`src/rtl/bcd_conv_arbiter.sv`:
```
// Round-robin sequencer sharing one binary-to-BCD converter among NREQ requesters.
// Optional WAIT watchdog enabled by defining BCD_CONV_ARBITER_TIMEOUT_EN.
`timescale 1ns/1ps
module bcd_conv_arbiter #(
  parameter int NREQ    = 4,
  parameter int TIMEOUT = 31
) (
  input  logic                 clk,
  input  logic                 reset_n,
  input  logic [NREQ-1:0]      req,
  input  logic [13*NREQ-1:0]   bin_in,
  output logic [NREQ-1:0]      ack,
  output logic [15:0]          bcd_out,
  output logic [2:0]           grant_id,
  output logic                 busy,
  output logic                 err,
  output logic                 cv_start,
  output logic [12:0]          cv_bin,
  input  logic                 cv_ready,
  input  logic                 cv_done_tick,
  input  logic [3:0]           cv_bcd3,
  input  logic [3:0]           cv_bcd2,
  input  logic [3:0]           cv_bcd1,
  input  logic [3:0]           cv_bcd0
);

  if (NREQ < 2 || NREQ > 8 || TIMEOUT < 1 || TIMEOUT > 31) begin : g_bad_param
    $error("bcd_conv_arbiter: parameter out of range");
  end

  typedef enum logic [1:0] {S_IDLE, S_LAUNCH, S_WAIT, S_RESP} state_t;

  state_t          state_r;
  state_t          state_s;
  logic [2:0]      rr_r;
  logic [2:0]      rr_next_s;
  logic [2:0]      sel_s;
  logic [2:0]      grant_id_r;
  logic [3:0]      cand_s;
  logic [7:0]      req_pad_s;
  logic [12:0]     opnd_s;
  logic [12:0]     cv_bin_r;
  logic [NREQ-1:0] ack_r;
  logic [NREQ-1:0] ack_set_s;
  logic [15:0]     bcd_out_r;
  logic            any_req_s;
  logic            finish_s;
  logic            timeout_s;

  // Round-robin pick: scan downward in rotation order so the last hit is the closest to rr_r.
  always_comb begin
    req_pad_s = 8'd0;
    req_pad_s[NREQ-1:0] = req;
    sel_s  = 3'd0;
    cand_s = 4'd0;
    opnd_s = 13'd0;
    for (int k = NREQ - 1; k >= 0; k--) begin
      cand_s = {1'b0, rr_r} + 4'(k);
      cand_s = (cand_s >= 4'(NREQ)) ? (cand_s - 4'(NREQ)) : cand_s;
      sel_s  = req_pad_s[cand_s[2:0]] ? cand_s[2:0] : sel_s;
    end
    for (int k = 0; k < NREQ; k++) begin
      opnd_s = (sel_s == 3'(k)) ? bin_in[13*k +: 13] : opnd_s;
    end
    any_req_s = |req;
  end

  // One-hot ack pattern and next rotation start derived from the current grant.
  always_comb begin
    ack_set_s = {NREQ{1'b0}};
    for (int k = 0; k < NREQ; k++) begin
      ack_set_s[k] = (grant_id_r == 3'(k));
    end
    rr_next_s = (grant_id_r == 3'(NREQ - 1)) ? 3'd0 : (grant_id_r + 3'd1);
    finish_s  = cv_done_tick | timeout_s;
  end

  // State register.
  always_ff @(posedge clk or negedge reset_n) begin
    if (!reset_n) begin
      state_r <= S_IDLE;
    end else begin
      state_r <= state_s;
    end
  end

  // Next-state decode.
  always_comb begin
    state_s = state_r;
    case (state_r)
      S_IDLE: begin
        if (any_req_s) begin
          state_s = S_LAUNCH;
        end else begin
          state_s = S_IDLE;
        end
      end
      S_LAUNCH: begin
        if (cv_ready) begin
          state_s = S_WAIT;
        end else begin
          state_s = S_LAUNCH;
        end
      end
      S_WAIT: begin
        if (finish_s) begin
          state_s = S_RESP;
        end else begin
          state_s = S_WAIT;
        end
      end
      S_RESP:  state_s = S_IDLE;
      default: state_s = S_IDLE;
    endcase
  end

  // Grant/operand latch, result capture and rotation pointer update.
  always_ff @(posedge clk or negedge reset_n) begin
    if (!reset_n) begin
      rr_r       <= 3'd0;
      grant_id_r <= 3'd0;
      cv_bin_r   <= 13'd0;
      ack_r      <= {NREQ{1'b0}};
      bcd_out_r  <= 16'd0;
    end else begin
      ack_r <= {NREQ{1'b0}};
      if (state_r == S_IDLE && any_req_s) begin
        cv_bin_r   <= opnd_s;
        grant_id_r <= sel_s;
      end else begin
        cv_bin_r   <= cv_bin_r;
        grant_id_r <= grant_id_r;
      end
      if (state_r == S_WAIT && finish_s) begin
        ack_r     <= ack_set_s;
        bcd_out_r <= cv_done_tick ? {cv_bcd3, cv_bcd2, cv_bcd1, cv_bcd0} : 16'hFFFF;
      end else begin
        bcd_out_r <= bcd_out_r;
      end
      if (state_r == S_RESP) begin
        rr_r <= rr_next_s;
      end else begin
        rr_r <= rr_r;
      end
    end
  end

`ifdef BCD_CONV_ARBITER_TIMEOUT_EN
  logic [4:0] wd_cnt_r;
  logic       err_r;

  // Counter reaches TIMEOUT-1 in the TIMEOUT-th WAIT cycle, so the abort lands exactly there.
  assign timeout_s = (state_r == S_WAIT) && (wd_cnt_r == 5'(TIMEOUT - 1));
  assign err       = err_r;

  // Watchdog counter and sticky-until-next-ack error flag.
  always_ff @(posedge clk or negedge reset_n) begin
    if (!reset_n) begin
      wd_cnt_r <= 5'd0;
      err_r    <= 1'b0;
    end else begin
      if (state_r == S_LAUNCH) begin
        wd_cnt_r <= 5'd0;
      end else if (state_r == S_WAIT) begin
        wd_cnt_r <= wd_cnt_r + 5'd1;
      end else begin
        wd_cnt_r <= wd_cnt_r;
      end
      if (state_r == S_WAIT && cv_done_tick) begin
        err_r <= 1'b0;
      end else if (timeout_s) begin
        err_r <= 1'b1;
      end else begin
        err_r <= err_r;
      end
    end
  end
`else
  assign timeout_s = 1'b0;
  assign err       = 1'b0;
`endif

  assign cv_start = (state_r == S_LAUNCH) && cv_ready;
  assign busy     = (state_r != S_IDLE);
  assign ack      = ack_r;
  assign bcd_out  = bcd_out_r;
  assign grant_id = grant_id_r;
  assign cv_bin   = cv_bin_r;

endmodule
```
`config.mk`:
```
export PLATFORM = sky130hd
export DESIGN_NAME = bcd_conv_arbiter
export DESIGN_NICKNAME = d
export VERILOG_FILES = /design/src/rtl/bcd_conv_arbiter.sv
export SDC_FILE = /design/constraint.sdc
export NUM_CORES = 1
export LEC_CHECK = 0
export CAP_MARGIN = 25
export CORE_MARGIN = 2
export CORE_UTILIZATION = 44
export CTS_BUF_LIST = sky130_fd_sc_hd__clkbuf_2 sky130_fd_sc_hd__clkbuf_4 sky130_fd_sc_hd__clkbuf_8
export DETAILED_ROUTE_END_ITERATION = 8
export GPL_TIMING_DRIVEN = 0
export MAX_ROUTING_LAYER = met4
export PLACE_DENSITY = 0.93
export SLEW_MARGIN = 10
export SYNTH_ARGS = -nofsm -noshare
export SYNTH_HDL_FRONTEND = slang
export SYNTH_SLANG_ARGS = --single-unit
```
`constraint.sdc`:
```
create_clock -name clk -period 4.44 [get_ports clk]
set_clock_uncertainty 0.1 [all_clocks]
set_input_delay 0.888 -clock clk [delete_from_list [all_inputs] [get_ports clk]]
set_output_delay 0.888 -clock clk [all_outputs]
set_load 0.01 [all_outputs]
```
# [Word level (Yosys, flattened, before mapping)]
# Cells that the tools add are included.
[op_classes] eq_ne=9 n_addsub=8 mux=27 n_reduce_logical=8 magnitude_cmp=8
[op_table] cell="$mux W13" n=4
[op_table] cell="$mux W3" n=9
[op_table] cell="$lt A3 B4 Y1 const B" n=4
[op_table] cell="$mux W16" n=1
[op_table] cell="$bmux W1 S3" n=4
[op_table] cell="$eq A3 B2 Y1 const B" n=4
[op_table] cell="$ge A4 B3 Y1 const B" n=3
[op_table] cell="$sub A3 B3 Y3 const B" n=4
[op_table] cell="$add A3 B2 Y4 const B" n=2
[op_table] cell="$pmux W2 S4" n=1
[op_table] cell="$eq A3 B1 Y1 const B" n=2
[op_table] cell="$logic_not A3 Y1" n=2
[op_table] cell="$mux W1" n=6
[op_table] cell="$add A3 B1 Y4 const B" n=1
[op_table] cell="$eq A2 B2 Y1 const B" n=2
[op_table] cell="$mux W4" n=1
[op_table] cell="$reduce_or A4 Y1" n=1
[op_table] cell="$add A3 B1 Y3 const B" n=1
[op_table] cell="$ge A3 B3 Y1 const B" n=1
[op_table] cell="$logic_and A1 B1 Y1" n=3
[op_table] cell="$eq A2 B1 Y1 const B" n=1
[op_table] cell="$logic_not A2 Y1" n=1
[op_table] cell="$mux W2" n=1
[op_table] cell="$reduce_bool A2 Y1" n=1
[word_totals] output_inout_bits=39 inputBits=76 elab_cells=66 register_bits=41

# [Logic depth before layout (Yosys ltp)]
# Gate-level depths: netlist of the first run.
[depth] word_depth=14 ltp_mapped=12 ltp_nobuf=8

# [Least setup slack after synthesis of the first run]
# No wires, ideal clock.
[synth_timing] path_type="register -> register" from="reg rr_r[0]" to="reg cv_bin_r[0], in the netlist cv_bin[0]" required_ns=4.202 arrival_ns=2.549 path_slack_ns=1.653 stages_incl_launch_ff=12 setup_time_ns=0.138 path_buffers=3 synth_period_minus_slack_ns=2.787 path_cell_list="dfrtp_1 -> clkbuf_1 -> inv_1 -> ha_1 -> buf_4 -> mux2i_1 -> or3_1 -> nor4b_2 -> nor3_2 -> clkbuf_1 -> a32oi_1 -> o211ai_1"
[synth_between] elab_chain_len=14 elab_cells_between_ends=35 cone_classes="7 x add/sub; 4 x order compare; 3 x eq/ne; 20 x mux; 1 x reduce/logical"
[synth_rtl] item="start, declared" line="35" source="logic [2:0] rr_r;"
[synth_rtl] item="start signal, assigned" line="141" source="rr_r <= rr_next_s;"
[synth_rtl] item="start signal, assigned" line="143" source="rr_r <= rr_r;"
[synth_rtl] item="$add A3 B2 Y4" line="58" source="cand_s = {1'b0, rr_r} + 4'(k);"
[synth_rtl] item="$ge A4 B3 Y1 or $sub A3 B3 Y3 (tied branches)" line="59" source="cand_s = (cand_s >= 4'(NREQ)) ? (cand_s - 4'(NREQ)) : cand_s;"
[synth_rtl] item="$mux W3" line="59"
[synth_rtl] item="$bmux W1 S3" line="60" source="sel_s = req_pad_s[cand_s[2:0]] ? cand_s[2:0] : sel_s;"
[synth_rtl] item="$mux W1 (not written as such)" line="60"
[synth_rtl] item="$mux W3 (3 in series)" line="60"
[synth_rtl] item="$mux W3 *" line="60"
[synth_rtl] item="$logic_not A3 Y1" line="63" source="opnd_s = (sel_s == 3'(k)) ? bin_in[13*k +: 13] : opnd_s;"
[synth_rtl] item="$mux W13 (3 in series)" line="63"
[synth_rtl] item="$mux W13 *" line="63"
[synth_rtl] item="end signal, assigned" line="128" source="cv_bin_r <= opnd_s;"
[synth_rtl] item="end signal, assigned" line="131" source="cv_bin_r <= cv_bin_r;"
[synth_rtl] item="end, declared" line="42" source="logic [12:0] cv_bin_r;"
# Every way passes the cells marked *; elsewhere a longest branch is shown, timed or not. The select of a mux whose other input is x is not followed.
# A chain may end at the register's enable or synchronous reset.

# [Final worst setup path of the first run]
[layout_timing] from="in req[1]" to="reg cv_bin_r[10], in the netlist cv_bin[10]"
[layout_between] elab_chain_len=11 elab_cells_between_ends=22 cone_classes="3 x eq/ne; 16 x mux; 3 x reduce/logical"
[layout_rtl] item="start, declared" line="10" source="input logic [NREQ-1:0] req,"
[layout_rtl] item="$bmux W1 S3" line="60"
[layout_rtl] item="$mux W1 (not written as such)" line="60"
[layout_rtl] item="$mux W3 (4 in series)" line="60"
[layout_rtl] item="$logic_not A3 Y1" line="63"
[layout_rtl] item="$mux W13 (4 in series)" line="63"
# Parallel ways exist; a longest one is shown, timed or not. The select of a mux whose other input is x is not followed.

==> flow_summary.toml, run 1 <==
[floorplanning]
rows = 25
io_pins = 115
die_x_um = 75.3
initial_utilization_pct = 46.5
die_height_um = 75.3
die-area_sq_um = 5670
core_sq_um = 4820

[synth]
synth_ff_type = "dfrtp_1"
ys_warn_count = 0
synth_common_cells = "41 x dfrtp_1, 17 x mux2_2, 16 x mux2i_1"
synth_seq_cells = 41
yosysTopAreaCell = "dfrtp_1"
async_flop_share_pct = 100
yosysMostFrequentCell = "dfrtp_1"
syn-num-nets = 283
yosys-top-cells-area = "dfrtp_1 46%, mux2_2 8.6%, mux2i_1 7.2%, a32oi_1 5.1%, o211ai_1 4.4%"
synth_top_area_share_pct = 45.8
synth_edf_count = 0
post_synth.cell_area_avg_sq_um = 11.1
netlist_instances = 201
seq_area_frac_synth_pct = 45.8
syn_area_sq_um = 2240
synth_cell_types = 43

[routing]
viasPerCell = 5.49
drt_iter0_drc = 155
drtPass1Iterations = 4
wl_met3_um = 364
drc = 0
wire_per_inst_um = 16.5
drt-total-wl_mm = 6.43
wl_met2_mm = 3.47
highest_layer = "met4"
wl_met1_mm = 2.41
drt.antenna.violating_nets = 0
via_count = 2142

[clock_tree]
cts-root-buf = "clkbuf_8"
cts_setup_buffers = 0
postCtsHoldBufs = 0
cts.sinks = 41
cts_tree = "done"
worstSkewPairLatency_ns = 0.29
htreeDepth = 2
cts-resized-gates = 0
clk_pin_slew_ns = 0.08
clockBufferDepth = 2
cts_buffers = 5

[critical_path]
critPathSlowestCell = "o41ai_1"
cpMostUsedCell = "clkbuf_1"
cp_num_buf_inv = 3
crit_fanout = 10
cp_data_arrival_time_ns = 3.34
start_kind = "input port"
cpPeakStageDelay_ns = 0.57
r2r-end = "cv_bin[12]"
worstPathRequired_ns = 4.48
end_kind = "register"
critical_path.top_delay_family = "buffers and inverters"
r2r_cells = 11
worstReg2RegStart = "rr_r[0]"
regToRegSetupSlack_ns = 1.24
worstSetupPathType = "in -> reg"
path_cells = "clkdlybuf4s50_1, o41ai_1, clkbuf_1, o21bai_1, clkbuf_1, o211ai_1"

[timing]
period_share_pct = 74.2
min_period_ns = 3.30
tightest_slew_ns = 0.563
rsz0062_at_grt = "no"
finalSetupViolations = 0
tns_ns = 0
fin_hold_ws_ns = 0.313
max_freq_ghz = 0.303
final_hold_viol_count = 0
max-slew-margin-rel_pct = 62.5
final_max_slew_viol_count = 0

[global_route]
grt_antenna_before_repair = 0
grt_pass1_wl_mm = 10.2
grt_max_degree = 37
gr-total-overflow = 0
track_usage_pct = 24.3
grt_pass1_vias = 2220

[place]
dp.final_hpwl_mm = 4.89
gp_congestion = 0.841
io_buffers = 113

[power_and_ir_drop]
leakage_nw = 1.47
powerDensity_nw_per_um2 = 664
ir_drop_v = 0.000432
p_total_mw = 2.38

[run_status]
status = "completed"

[cells_and_area]
diodes = 0
drive_gt1_share_pct = 12.1
n_fill_cell = 325
layout.nets = 404
area_growth_syn_to_layout_pct = 60.1

[hold_path]
hold_path_class = "in -> async"

[run]
drv_cap = 0
==> worst max path at each step <==
| stage | start | end | slack [ns] | cells past startpoint |
|---|---|---|---|---|
| after detailed placement | req[1] | cv_bin[11] | 0.91 | 6 |
| after global placement | req[1] | cv_bin[4] | 0.94 | 6 |
| final | req[1] | cv_bin[10] | 1.14 | 6 |
| after global routing | req[1] | cv_bin[10] | 1.03 | 6 |
| after CTS | cv_ready | cv_start | 1.17 | 3 |
| after floorplan | rr_r[0] | cv_bin[0] | 1.65 | 11 |
==> kinds of logic (layout without fill, tap and decap cells) <==
kind of cell	Yosys count	in the layout	synth area share (%)
other	1	1	0.168
AND/OR/NAND/NOR	48	48	11.7
AO/OA/AOI/OAI	50	50	17.4
buffers and inverters	22	144	5.81
adder cells (fa/ha/maj)	6	6	3.35
multiplexers	33	33	15.7
flip-flops	41	41	45.8
==> per-stage QoR <==
stage                     cell area (sq um)  std cells  util, %  worst slack, ns
after global routing                   3580        390     74.4             1.03
after global placement                 3450        381     71.7            0.941
after CTS                              3580        390     74.4             1.17
after floorplan                        2240        201        -             1.65
final                                  3580        390     74.4             1.14
after detailed placement               3470        382     72.0            0.908
==> where the power goes <==
group | total, mW | internal, mW | leakage [nW] | switching [mW]
logic | 1.43 | 0.747 | 0.897 | 0.682
registers | 0.642 | 0.540 | 0.510 | 0.103
clock network | 0.306 | 0.175 | 0.0588 | 0.132
total | 2.38 | 1.46 | 1.47 | 0.916
==> layout make-up <==
cell class	count	area [sq um]	area share, %
sequential	41	1030	28.6
clock buffer	6	76.3	2.13
timing repair buffer	114	1150	32.0
inverter	7	26.3	0.733
buffer	15	104	2.90
tap	67	83.8	2.34
clock inverter	2	38.8	1.08
multi-input combinational	138	1080	30.2
==> registers in the layout, indices dropped and copies added (netlist names), named ones only <==
name      count
ack           4
bcd_out      16
cv_bin       13
grant_id      3
rr_r          3
state_r       1
==> metal layers <==
layer | up-vias | GRT usage [%]
met2 | 81 | 42.1
li1 | 992 | -
met4 | 0 | 7.99
met3 | 24 | 5.82
met5 | - | -
met1 | 1045 | 27.6
==> placed cells by master (no fill, tap or decap), types with 3 or more instances in the layout <==
master / n
ha_1: 6
nand2_1: 13
o211ai_1: 13
mux2i_1: 16
nor3b_1: 4
inv_1: 7
nor2b_1: 3
mux2_2: 17
nand3_1: 14
clkbuf_8: 5
a32oi_1: 13
buf_6: 3
dfrtp_1: 41
nor2_1: 4
clkbuf_1: 7
a21o_1: 3
o21ai_0: 6
clkdlybuf4s50_1: 112
Power figures use the tool's default switching activity.
==> inputs of run 2 (changes only) <==
Settings changed: CORE_UTILIZATION 44 to 37, PLACE_DENSITY 0.93 to 0.83.
Clock period 4.44 ns to 3 ns, I/O delays scaled along.
==> run 2 against run 1 <==
Net effect:
- via count is 3.9% lower
- sequential share of layout area is 0.26 points lower
- register-to-register slack worse by 1.1 ns
- largest cell class unchanged
- highest routed layer unchanged
==> flow_summary.toml, run 2 (synthesis gave the netlist of run 1 again) <==
[floorplanning]
die_x_um = 81.8
rows = 28
core_sq_um = 5890
die_height_um = 81.8
io_pins = 115
initial_utilization_pct = 38.0
die-area_sq_um = 6690

[cells_and_area]
layout.nets = 405
utilization_pct = 61.4
final_cell_mix = "112 x clkdlybuf4s50_1, 41 x dfrtp_1, 17 x mux2_2, 16 x mux2i_1, 14 x nand3_1"
n_fill_cell = 505
area_growth_syn_to_layout_pct = 61.5
diodes = 0
final_area_sq_um = 3620
drive_gt1_share_pct = 13.6
largest_reg_flops = 16
final_common_cell = "clkdlybuf4s50_1"

[critical_path]
worstSetupPathType = "reg -> reg"
cpMostUsedCell = "buf_4"
crit_fanout = 10
end_kind = "register"
critPathSlowestCell = "or3_1"
cp_data_arrival_time_ns = 2.89
start_kind = "register"
critical_path.top_delay_family = "simple AND/OR/NAND/NOR gates"
cpPeakStageDelay_ns = 0.36
cp_num_buf_inv = 4
worstPathRequired_ns = 3.07
path_cells = "buf_4, inv_1, ha_1, buf_4, mux2i_1, or3_1, nor4b_4, nor3_4, clkbuf_4, a32oi_1, o211ai_1"

[timing]
finalSetupViolations = 0
max-slew-margin-rel_pct = 63.3
min_period_ns = 2.82
final_hold_viol_count = 0
period_share_pct = 94.1
final_max_slew_viol_count = 0
max_freq_ghz = 0.354
tightest_slew_ns = 0.550
rsz0062_at_grt = "no"

[clock_tree]
cts-root-buf = "clkbuf_8"
cts_buffers = 5
clk_pin_slew_ns = 0.08
cts.sinks = 41
cts_tree = "done"
htreeDepth = 2
clockBufferDepth = 2
worstSkewPairLatency_ns = 0.29

[routing]
via_count = 2059
drt_iter0_drc = 111
drt-total-wl_mm = 6.06
viasPerCell = 5.16
drt.antenna.violating_nets = 0
drtPass1Iterations = 4
wire_per_inst_um = 15.2
drc = 0

[global_route]
grt_antenna_before_repair = 0
gr-total-overflow = 0
busiest_layer = "met2"
grt_pass1_wl_mm = 9.75
grt_max_degree = 22
track_usage_pct = 19.4
use_met1_pct = 23.4
grt_pass1_vias = 2024
grt_use_met2_pct = 33.3
grt_use_met3_pct = 4.73

[place]
gp_congestion = 0.877
placed_area_sq_um = 3490
io_buffers = 113
dp.final_hpwl_mm = 4.72

[power_and_ir_drop]
powerDensity_nw_per_um2 = 956
ir_drop_v = 0.000584
p_total_mw = 3.46
leakage_nw = 1.48

[hold_path]
hold_path_class = "in -> async"

[run]
drv_cap = 0

[run_status]
status = "completed"
run 2: layout make-up:
type / count / area [sq um] / share of cell area [%]
Inverter: 7 / 26.3 / 0.727
Tap cell: 75 / 93.8 / 2.60
Clock buffer: 6 / 76.3 / 2.11
Timing Repair Buffer: 115 / 1160 / 32.1
Clock inverter: 2 / 15.0 / 0.415
Buffer: 15 / 113 / 3.11
Multi-Input combinational cell: 138 / 1100 / 30.6
Sequential cell: 41 / 1030 / 28.4
run 2: report_power, final:
group | internal, mW | total, mW | switching, mW
Clock | 0.173 | 0.362 | 0.190
Combinational | 1.14 | 2.16 | 1.02
Sequential | 0.798 | 0.937 | 0.139
Total | 2.11 | 3.46 | 1.35
run 2: layer usage:
metal,part of all wire (%),up-vias,wire length [um]
li1,-,1000,-
met1,39,974,2390
met2,53,81,3240
met3,6.7,4,406
met4,0.45,0,27
met5,0,-,0
run 2: path summary, 6_finish.rpt:
path	slack (ns)	startpoint	to	depth (start not counted)
max	0.18	rr_r[0]	cv_bin[11]	11
min	0.17	reset_n	bcd_out[11]	1
max reg2reg	0.18	rr_r[0]	cv_bin[11]	11
min reg2reg	0.41	bcd_out[7]	bcd_out[7]	1
max in group asynchronous	2.15	reset_n	cv_bin[8]	2
min in group clk	0.41	bcd_out[7]	bcd_out[7]	1
run 2: metrics by stage:
stage / hold slack (ns) / setup TNS [ns] / setup slack [ns] / std cells
6_report: 0.170 / 0 / 0.178 / 399
4_1_cts: 0.182 / 0 / 0.0126 / 398
3_5_place_dp: 0.397 / -3.04 / -0.276 / 390
2_1_floorplan: 0.204 / 0 / 0.213 / 201
5_1_grt: 0.193 / 0 / 0.0306 / 399
3_3_place_gp: 0.388 / -2.23 / -0.237 / 389
run 2: timing repair:
item                       in CTS  in global routing
gates resized for setup         3                  8
hold buffers                    0                  0
setup buffers                   0                  1
pin swaps                       0                  1
setup endpoints to repair      14                 15
hold endpoints to repair        0                  0
==> inputs of run 3 (changes only) <==
Settings changed: HOLD_SLACK_MARGIN set to 0.06, SLEW_MARGIN 10 to 20.
==> results of run 3 <==
Final layout, timing and power as in run 2 (identical DEF).
